===== src/rtl/uart_pkg.sv =====
`default_nettype none
// ============================================================================
// Module   : uart_pkg
// Brief    : Shared UART link constants and bit-FSM state encoding.
// Revision : 1.0
// ============================================================================
package uart_pkg;

    localparam int unsigned DIV_DEFAULT  = 434;
    localparam int unsigned TOUT_DEFAULT = 20;

    localparam logic [2:0] IDLE   = 3'd0;
    localparam logic [2:0] START  = 3'd1;
    localparam logic [2:0] DATA   = 3'd2;
    localparam logic [2:0] STOP   = 3'd3;
    localparam logic [2:0] WAITHI = 3'd4;

endpackage
`default_nettype wire


===== src/rtl/uart_rx_byte.sv =====
`default_nettype none
// ============================================================================
// Module   : uart_rx_byte
// Brief    : 8N1 byte receiver: 2-FF line synchronizer plus bit-level FSM.
// Revision : 1.0
// ============================================================================
module uart_rx_byte
    import uart_pkg::*;
#(
    parameter int unsigned DIV = DIV_DEFAULT
) (
    input  logic       clk_i,
    input  logic       rst_i,
    input  logic       rx_i,
    output logic [7:0] byte_o,
    output logic       bvld_o,
    output logic       ferr_o,
    output logic       busy_o,
    output logic       sof_o
);

    localparam int unsigned   CW      = (DIV > 1) ? $clog2(DIV) : 1;
    localparam logic [CW-1:0] HALF_M1 = CW'(DIV / 2 - 1);
    localparam logic [CW-1:0] FULL_M1 = CW'(DIV - 1);

    logic          sync_q;
    logic          rxs_q;
    logic [2:0]    state_q, state_d;
    logic [CW-1:0] cnt_q,   cnt_d;
    logic [2:0]    bcnt_q,  bcnt_d;
    logic [7:0]    sh_q,    sh_d;

    always_comb begin
        state_d = state_q;
        cnt_d   = cnt_q + CW'(1);
        bcnt_d  = bcnt_q;
        sh_d    = sh_q;
        bvld_o  = 1'b0;
        ferr_o  = 1'b0;
        sof_o   = 1'b0;
        case (state_q)
            IDLE: begin
                cnt_d = '0;
                if (!rxs_q) begin
                    state_d = START;
                    bcnt_d  = '0;
                    sof_o   = 1'b1;
                end
            end
            START: begin
                // Mid-start-bit sample; a high line here was only a glitch.
                if (cnt_q == HALF_M1) begin
                    cnt_d   = '0;
                    state_d = rxs_q ? IDLE : DATA;
                end
            end
            DATA: begin
                if (cnt_q == FULL_M1) begin
                    cnt_d  = '0;
                    sh_d   = {rxs_q, sh_q[7:1]};
                    bcnt_d = bcnt_q + 3'd1;
                    if (bcnt_q == 3'd7) begin
                        state_d = STOP;
                    end
                end
            end
            STOP: begin
                if (cnt_q == FULL_M1) begin
                    cnt_d = '0;
                    if (rxs_q) begin
                        bvld_o  = 1'b1;
                        state_d = IDLE;
                    end else begin
                        ferr_o  = 1'b1;
                        state_d = WAITHI;
                    end
                end
            end
            WAITHI: begin
                cnt_d = '0;
                if (rxs_q) begin
                    state_d = IDLE;
                end
            end
            default: begin
                cnt_d   = '0;
                state_d = IDLE;
            end
        endcase
    end

    always_ff @(posedge clk_i) begin
        if (!rst_i) begin
            sync_q  <= 1'b1;
            rxs_q   <= 1'b1;
            state_q <= IDLE;
            cnt_q   <= '0;
            bcnt_q  <= '0;
            sh_q    <= '0;
        end else begin
            sync_q  <= rx_i;
            rxs_q   <= sync_q;
            state_q <= state_d;
            cnt_q   <= cnt_d;
            bcnt_q  <= bcnt_d;
            sh_q    <= sh_d;
        end
    end

    assign byte_o = sh_q;
    assign busy_o = (state_q != IDLE);

endmodule
`default_nettype wire


===== src/rtl/uart_rx_word.sv =====
`default_nettype none
// ============================================================================
// Module   : uart_rx_word
// Brief    : Assembles two received UART bytes (high first) into 16-bit words.
// Revision : 1.0
// ============================================================================
module uart_rx_word
    import uart_pkg::*;
#(
    parameter int unsigned DIV  = DIV_DEFAULT,
    parameter int unsigned TOUT = TOUT_DEFAULT
) (
    input  logic        clk_i,
    input  logic        rst_i,
    input  logic        rx_i,
    output logic [15:0] word_o,
    output logic        rdy_o,
    output logic        ferr_o,
    output logic        tout_o,
    output logic        busy_o
);

    localparam int unsigned   LIM    = DIV * TOUT;
    localparam int unsigned   TW     = $clog2(LIM + 1);
    localparam logic [TW-1:0] LIM_M1 = TW'(LIM - 1);

    logic [7:0]    w_byte;
    logic          w_bvld;
    logic          w_ferr;
    logic          w_busy;
    logic          w_sof;

    logic          sel_q,  sel_d;
    logic [7:0]    hi_q,   hi_d;
    logic [15:0]   word_q, word_d;
    logic          rdy_q,  rdy_d;
    logic          ferr_q, ferr_d;
    logic          tout_q, tout_d;
    logic [TW-1:0] tcnt_q, tcnt_d;

    uart_rx_byte #(
        .DIV    (DIV)
    ) u_byte (
        .clk_i  (clk_i),
        .rst_i  (rst_i),
        .rx_i   (rx_i),
        .byte_o (w_byte),
        .bvld_o (w_bvld),
        .ferr_o (w_ferr),
        .busy_o (w_busy),
        .sof_o  (w_sof)
    );

    always_comb begin
        sel_d  = sel_q;
        hi_d   = hi_q;
        word_d = word_q;
        rdy_d  = 1'b0;
        ferr_d = w_ferr;
        tout_d = 1'b0;
        tcnt_d = tcnt_q;

        if (w_ferr) begin
            sel_d = 1'b0;
        end else if (w_bvld) begin
            if (!sel_q) begin
                hi_d  = w_byte;
                sel_d = 1'b1;
            end else begin
                word_d = {hi_q, w_byte};
                rdy_d  = 1'b1;
                sel_d  = 1'b0;
            end
        end

        // A start detect wins over a same-cycle expiry and restarts the wait.
        if (w_busy || w_sof) begin
            tcnt_d = '0;
        end else if (sel_q) begin
            if (tcnt_q == LIM_M1) begin
                tout_d = 1'b1;
                sel_d  = 1'b0;
                tcnt_d = '0;
            end else begin
                tcnt_d = tcnt_q + TW'(1);
            end
        end
    end

    always_ff @(posedge clk_i) begin
        if (!rst_i) begin
            sel_q  <= 1'b0;
            hi_q   <= '0;
            word_q <= '0;
            rdy_q  <= 1'b0;
            ferr_q <= 1'b0;
            tout_q <= 1'b0;
            tcnt_q <= '0;
        end else begin
            sel_q  <= sel_d;
            hi_q   <= hi_d;
            word_q <= word_d;
            rdy_q  <= rdy_d;
            ferr_q <= ferr_d;
            tout_q <= tout_d;
            tcnt_q <= tcnt_d;
        end
    end

    assign word_o = word_q;
    assign rdy_o  = rdy_q;
    assign ferr_o = ferr_q;
    assign tout_o = tout_q;
    assign busy_o = w_busy;

endmodule
`default_nettype wire


===== config.mk =====
export PLATFORM = sky130hd
export DESIGN_NAME = uart_rx_word
export DESIGN_NICKNAME = d
export VERILOG_FILES = /design/src/rtl/uart_pkg.sv /design/src/rtl/uart_rx_byte.sv /design/src/rtl/uart_rx_word.sv
export SDC_FILE = /design/constraint.sdc
export NUM_CORES = 1
export LEC_CHECK = 0
export CORE_ASPECT_RATIO = 0.7
export CORE_MARGIN = 1
export CORE_UTILIZATION = 61
export DETAILED_ROUTE_END_ITERATION = 12
export GPL_TIMING_DRIVEN = 0
export PLACE_DENSITY = 0.83
export SETUP_SLACK_MARGIN = 0.5
export SLEW_MARGIN = 10
export SYNTH_ARGS = -nofsm -noshare
export SYNTH_HDL_FRONTEND = slang
export SYNTH_SLANG_ARGS = --single-unit

===== constraint.sdc =====
create_clock -name clk_i -period 2.91 [get_ports clk_i]
set_clock_uncertainty 0.05 [all_clocks]
set_input_delay 0.4365 -clock clk_i [delete_from_list [all_inputs] [get_ports clk_i]]
set_output_delay 0.4365 -clock clk_i [all_outputs]
set_load 0.005 [all_outputs]

==> flow_summary.ini, run 1 <==
[outcome]
status = completed

[yosys]
synth-simple-area-share_pct = 23.7
postSynthCellCount = 303
yosys-top-cells-area = dfxtp_1 48%, mux2i_1 12%, nand2_1 5.9%, nor2_1 5.8%, xnor2_1 3.7%
syn_area_um2 = 2810
synth_xor_area_share_pct = 6.24
synth_cell_type_count = 43
yosysTopAreaCellShare_pct = 47.8
synth.avg_cell_area_um2 = 9.26
yosysTopAreaCell = dfxtp_1
synth_top_family_by_area = simple AND/OR/NAND/NOR gates
synth_compound_area_share_pct = 3.43
synth_seq_cells = 67
synth_mux_area_share_pct = 12.5
yosysSeqAreaShare_pct = 47.8
synthAdderAreaFrac_pct = 2.68
yosysWarnings = 0
synthesis.nets = 312

[detailed_routing]
drt_iter0_markers = 119
wire_per_inst_um = 13.2
drt-total-wl_um = 5220
vias = 2130
drc = 0
drt-vias-per-instance = 5.41
dr.pass1.iters = 4
ant_nets = 0

[setup_path]
crit_path_end_kind = primary output
cp_slowest_cell = clkdlybuf4s50_1
path_cells = clkbuf_1 -> nor3_1 -> inv_1 -> clkdlybuf4s50_1
cp-start-kind = flop
worst-setup-path-type = reg2out
cp-startpoint = u_byte.state_q[1]$_SDFFE_PN0P_
slowest_delay_ps = 450
worst-path-max-fanout = 10
required_ps = 2420
critPathArrivalTime_ps = 1720
r2r-start = u_byte.cnt_q[0]$_SDFF_PN0_

[sta]
fmax_mhz = 454
layout_min_cycle_time_ps = 2200
slew_viol_final = 0
tightest_slew_ps = 582
finalHoldViolations = 0
final.setup.tns_ps = 0
rsz0062_at_grt = no
slew_headroom_pct = 61.2
setup_viol = 0
period_share_pct = 75.7

[cts]
clkLatencyLatePin_ps = 340
cts_tree = yes
clk_pin_slew_ps = 60
cts_root_buffer = clkbuf_8
cts_buffers = 9
clock-sinks = 67
clk_path_buf_depth = 2
ctsHoldBuffers = 0
cts_max_level = 3
ctsResizeCount = 0
cts_setup_buffers = 0

[grt]
antenna_found_initial = 0
grt_start_max_net_pins = 11
grtUsageTotal_pct = 22.9
overflow = 0
grt_pass1_wl_um = 8650
grt_pass1_vias = 1917

[power]
p_per_area_nw_per_um2 = 493
switching_share_pct = 21.8
seqPwrFrac_pct = 57.4
p_leak_nw = 1.33
p_sw_mw = 0.348
irDropWorstVdd_v = 0.000370
combPwrFrac_pct = 2.3
power.share.clock_pct = 40.3
p_int_mw = 1.25

[floorplanning]
io_pins = 23
dieArea_um2 = 4880
start_util_pct = 64.1
die_w_um = 83.1
rows = 20
core_um2 = 4380
die_h_um = 58.7

[layout]
fill_cells = 341
post-route-util_pct = 74.1
drive_above_1_share_pct = 7.67
nNetsFinal = 344
antennaDiodeCount = 0
syn2layout_area_growth_pct = 15.7

[worst_hold_path]
hold_class = reg2reg
hp-start = u_byte.sync_q$_SDFF_PN1_

[placed_design]
hpwl_um = 3720
gp_congestion = 0.812
place.port_buffers = 21

[run]
cap_violations = 0
-- layout make-up --
class | count | area [um^2] | area share [%]
Inverter | 10 | 37.5 | 1.16
Multi-Input combinational cell | 212 | 1360 | 42.0
Sequential cell | 67 | 1340 | 41.3
Tap cell | 55 | 68.8 | 2.12
Buffer | 14 | 63.8 | 1.97
Clock buffer | 12 | 145 | 4.47
Timing Repair Buffer | 21 | 210 | 6.48
Clock inverter | 3 | 15.0 | 0.463
-- path summary, 6_finish.rpt --
kind | endpoint | slack, ps | cells past startpoint
worst max-delay path | busy_o | 710 | 4
worst min-delay path | u_byte.rxs_q$_SDFF_PN1_ | 360 | 1
worst max register to register | word_o[5]$_SDFFE_PN0P_ | 920 | 7
worst min register to register | u_byte.rxs_q$_SDFF_PN1_ | 360 | 1
-- per-stage QoR --
step | cells | area [um^2] | hold WS, ps | setup slack [ps] | power [mW]
after floorplan | 303 | 2810 | 336 | 1090 | 0.965
after global placement | 379 | 3080 | 339 | 964 | 0.976
after detailed placement | 379 | 3080 | 341 | 933 | 0.977
after CTS | 394 | 3240 | 356 | 701 | 1.62
after global routing | 394 | 3240 | 405 | 636 | 1.65
final | 394 | 3240 | 356 | 707 | 1.60
-- cells in the final DEF, fill, tap and decap left out, drive strengths merged, types with 3 or more instances in the layout --
cell,synthesis,routed
clkinv,0,3
a21oi,3,3
nor3,7,7
mux2i,35,35
nor4,4,4
buf,6,6
nor2,44,44
xor2,8,8
dfxtp,67,67
nand2,44,44
and3,3,3
clkbuf,8,20
ha,6,6
nand2b,4,4
inv,10,10
nand3,11,11
clkdlybuf4s50,0,21
nand4,8,8
xnor2,12,12
-- cells by family after synthesis --
kind of cell / count (synthesis)
compound gates: 12
xor+xnor: 20
fa+ha+maj: 6
buf+inv: 24
flops: 67
mux: 35
simple gates: 139
-- layer usage --
metal | part of all wire, % | routed length (um) | vias to the layer above | global-route usage [%]
met2 | 43 | 2270 | 44 | 36.5
met3 | 5.0 | 262 | 9 | 7.57
met1 | 50 | 2630 | 992 | 29.7
met4 | 1.2 | 60 | 0 | 7.39
met5 | 0 | 0 | - | 0
li1 | - | - | 1085 | -
-- critical path: cells and delay by family (launching register included) --
kind | cells | cell delay (ps)
simple gates | 1 | 360
flops | 1 | 310
buf+inv | 3 | 710
-- Yosys cell counts --
library cell,instances
a21o_1,1
a21oi_1,2
a21oi_2,1
a2bb2oi_1,1
a41o_1,1
and2_1,2
and3_1,3
and3b_1,1
and4_1,1
and4b_2,1
and4bb_2,1
buf_1,1
buf_2,3
buf_4,2
clkbuf_1,8
dfxtp_1,67
ha_1,6
inv_1,10
mux2i_1,35
nand2_1,44
nand2b_1,4
nand3_1,11
nand4_1,8
nand4b_1,1
nor2_1,43
nor2_2,1
nor3_1,7
nor4_1,3
nor4_2,1
o211ai_1,1
o21a_1,1
o21ai_0,1
o21ai_2,1
o311a_1,1
o31ai_2,1
or2_1,1
or2_4,1
or3_1,1
or3b_1,1
or4_1,2
or4b_1,1
xnor2_1,12
xor2_1,8
-- state kept, by name, summed over array words and instances (netlist names) --
| register | count |
|---|---|
| u_byte.byte_o | 8 |
| sel_q | 1 |
| tout_o | 1 |
| u_byte.state_q | 3 |
| word_o | 16 |
| u_byte.bcnt_q | 3 |
| hi_q | 8 |
| tcnt_q | 14 |
| u_byte.sync_q | 1 |
| ferr_o | 1 |
| rdy_o | 1 |
| u_byte.rxs_q | 1 |
| u_byte.cnt_q | 9 |
-- power groups by stage --
stage	clock [mW]	sequential [mW]	combinational (mW)
2_1_floorplan	0	0.940	0.0252
3_3_place_gp	0	0.940	0.0362
3_5_place_dp	0	0.940	0.0371
4_1_cts	0.660	0.919	0.0371
5_1_grt	0.693	0.919	0.0411
6_report	0.645	0.919	0.0370
No activity file was read; power rests on OpenSTA's default activity.
==> run 2: changes to the inputs <==
CORE_UTILIZATION = 51   (was 61)
PLACE_DENSITY = 0.74   (was 0.83)
clock period = 1.9 ns   (was 2.91 ns; I/O delays follow)
==> run 2 against run 1 <==
  * Power rose by 66%
  * Setup slack got worse by 660 ps
  * Global-route usage rose by 0.59 points
  * Final cell count rose by 10%
  * Non-clock buffer count rose by 23
  * Cell area rose by 15%
  * Sequential power rose by 52%
  * Combinational power rose by 110%
==> flow_summary.ini, run 2 (same netlist as run 1, synthesis figures left out) <==
[detailed_routing]
dr.pass1.iters = 4
drt-vias-per-instance = 5.30
drc = 0
wire_per_inst_um = 14.7
drt_iter0_markers = 236
ant_nets = 0
vias = 2305
drt-total-wl_um = 6410

[sta]
rsz0062_at_grt = yes
period_share_pct = 97.7
tightest_slew_ps = 595
fmax_mhz = 539
slew_headroom_pct = 60.3
final.setup.tns_ps = 0
layout_min_cycle_time_ps = 1860
finalHoldViolations = 0
slew_viol_final = 0
setup_viol = 0

[setup_path]
worst-path-max-fanout = 3
r2r-start = u_byte.cnt_q[0]$_SDFF_PN0_
cp-start-kind = flop
cp-startpoint = u_byte.cnt_q[0]$_SDFF_PN0_
required_ps = 2090
crit_path_end_kind = flop
worst-setup-path-type = reg2reg
slowest_delay_ps = 450
critPathArrivalTime_ps = 2040
path_cells = inv_2 -> ha_1 -> or4b_4 -> o311a_4 -> or2_4 -> and3_4
cp_slowest_cell = or4b_4

[floorplanning]
dieArea_um2 = 5810
start_util_pct = 53.4
die_w_um = 90.6
io_pins = 23
rows = 22
core_um2 = 5260
die_h_um = 64.1

[layout]
final_common_cell = dfxtp_1
final_cell_mix = 52 x dfxtp_1, 44 x nand2_1, 36 x nor2_1
post-route-util_pct = 70.8
largest_reg_flops = 16
fin_cells = 435
nNetsFinal = 367
syn2layout_area_growth_pct = 32.7
drive_above_1_share_pct = 25.1
antennaDiodeCount = 0

[power]
power.total_mw = 2.66
power.share.clock_pct = 44.2
switching_share_pct = 23.1
seqPwrFrac_pct = 52.8
p_leak_nw = 1.62
p_int_mw = 2.04
irDropWorstVdd_v = 0.000607
p_sw_mw = 0.615
p_per_area_nw_per_um2 = 714
combPwrFrac_pct = 2.9

[grt]
antenna_found_initial = 0
grt_start_max_net_pins = 14
grt_pass1_wl_um = 10400
overflow = 0
grt_pass1_vias = 2166
grtUsageTotal_pct = 23.4

[placed_design]
placed_cells = 396
hpwl_um = 3890
place.port_buffers = 21
gp_congestion = 0.849

[cts]
cts_buffers = 9
clk_pin_slew_ps = 80
cts_tree = yes
cts_root_buffer = clkbuf_8
clk_path_buf_depth = 2
clkLatencyLatePin_ps = 340
cts_max_level = 3
clock-sinks = 67

[worst_hold_path]
hp-start = rst_i
hold_class = in2reg

[outcome]
status = completed

[run]
cap_violations = 0
run 2: critical path: cells and delay by family, from the launching register on:
kind	cells	cell delay [ps]
AOI/OAI and AO/OA	1	340
adders and majority gates	1	120
buffers and inverters	1	40
DFF	1	340
and+or+nand+nor	3	860
run 2: through the flow:
step                setup WS (ps)  hold WS (ps)  area [um^2]
floorplan                    94.8           336         2870
global placement             32.9           339         3170
detailed placement           8.63           347         3170
CTS                          5.70           308         3590
global route                -13.0           365         3720
finish                       43.6           329         3720
run 2: timing repair:
action | 4_1_cts | 5_1_grt
endpoints found under the setup margin | 81 | 66
pin swaps | 9 | 11
resized for setup | 48 | 25
hold buffers | 0 | 0
gates cloned | 3 | 0
setup buffers | 16 | 4
run 2: final cells by class:
type / instances / area [um^2]
Inverter: 10 / 37.5
Fill cell: 394 / 1540
Timing Repair Buffer: 44 / 424
Buffer: 14 / 108
Clock buffer: 9 / 124
Multi-Input combinational cell: 212 / 1500
Tap cell: 72 / 90.1
Sequential cell: 67 / 1360
Clock inverter: 7 / 76.3
run 2: final timing paths:
| check | end | slack [ps] | depth (start not counted) |
|---|---|---|---|
| setup / recovery | u_byte.cnt_q[1]$_SDFF_PN0_ | 40 | 6 |
| hold / removal | rdy_o$_SDFF_PP0_ | 330 | 3 |
| setup reg to reg | u_byte.cnt_q[1]$_SDFF_PN0_ | 40 | 6 |
| hold reg to reg | u_byte.rxs_q$_SDFF_PN1_ | 360 | 1 |
run 2: power groups by stage:
stage	registers (mW)	logic, mW	clock network (mW)
4_1_cts	1.41	0.0688	1.20
6_report	1.40	0.0783	1.18
3_3_place_gp	1.44	0.0589	0
2_1_floorplan	1.44	0.0414	0
3_5_place_dp	1.44	0.0597	0
5_1_grt	1.40	0.0832	1.26
run 2: routing by layer:
metal / GRT usage [%] / vias to the layer above / part of all wire, %
li1: - / 1142 / -
met1: 32.6 / 1089 / 51
met2: 34.5 / 66 / 42
met3: 7.62 / 8 / 6.6
met4: 7.26 / 0 / 0.97
met5: 0 / - / 0
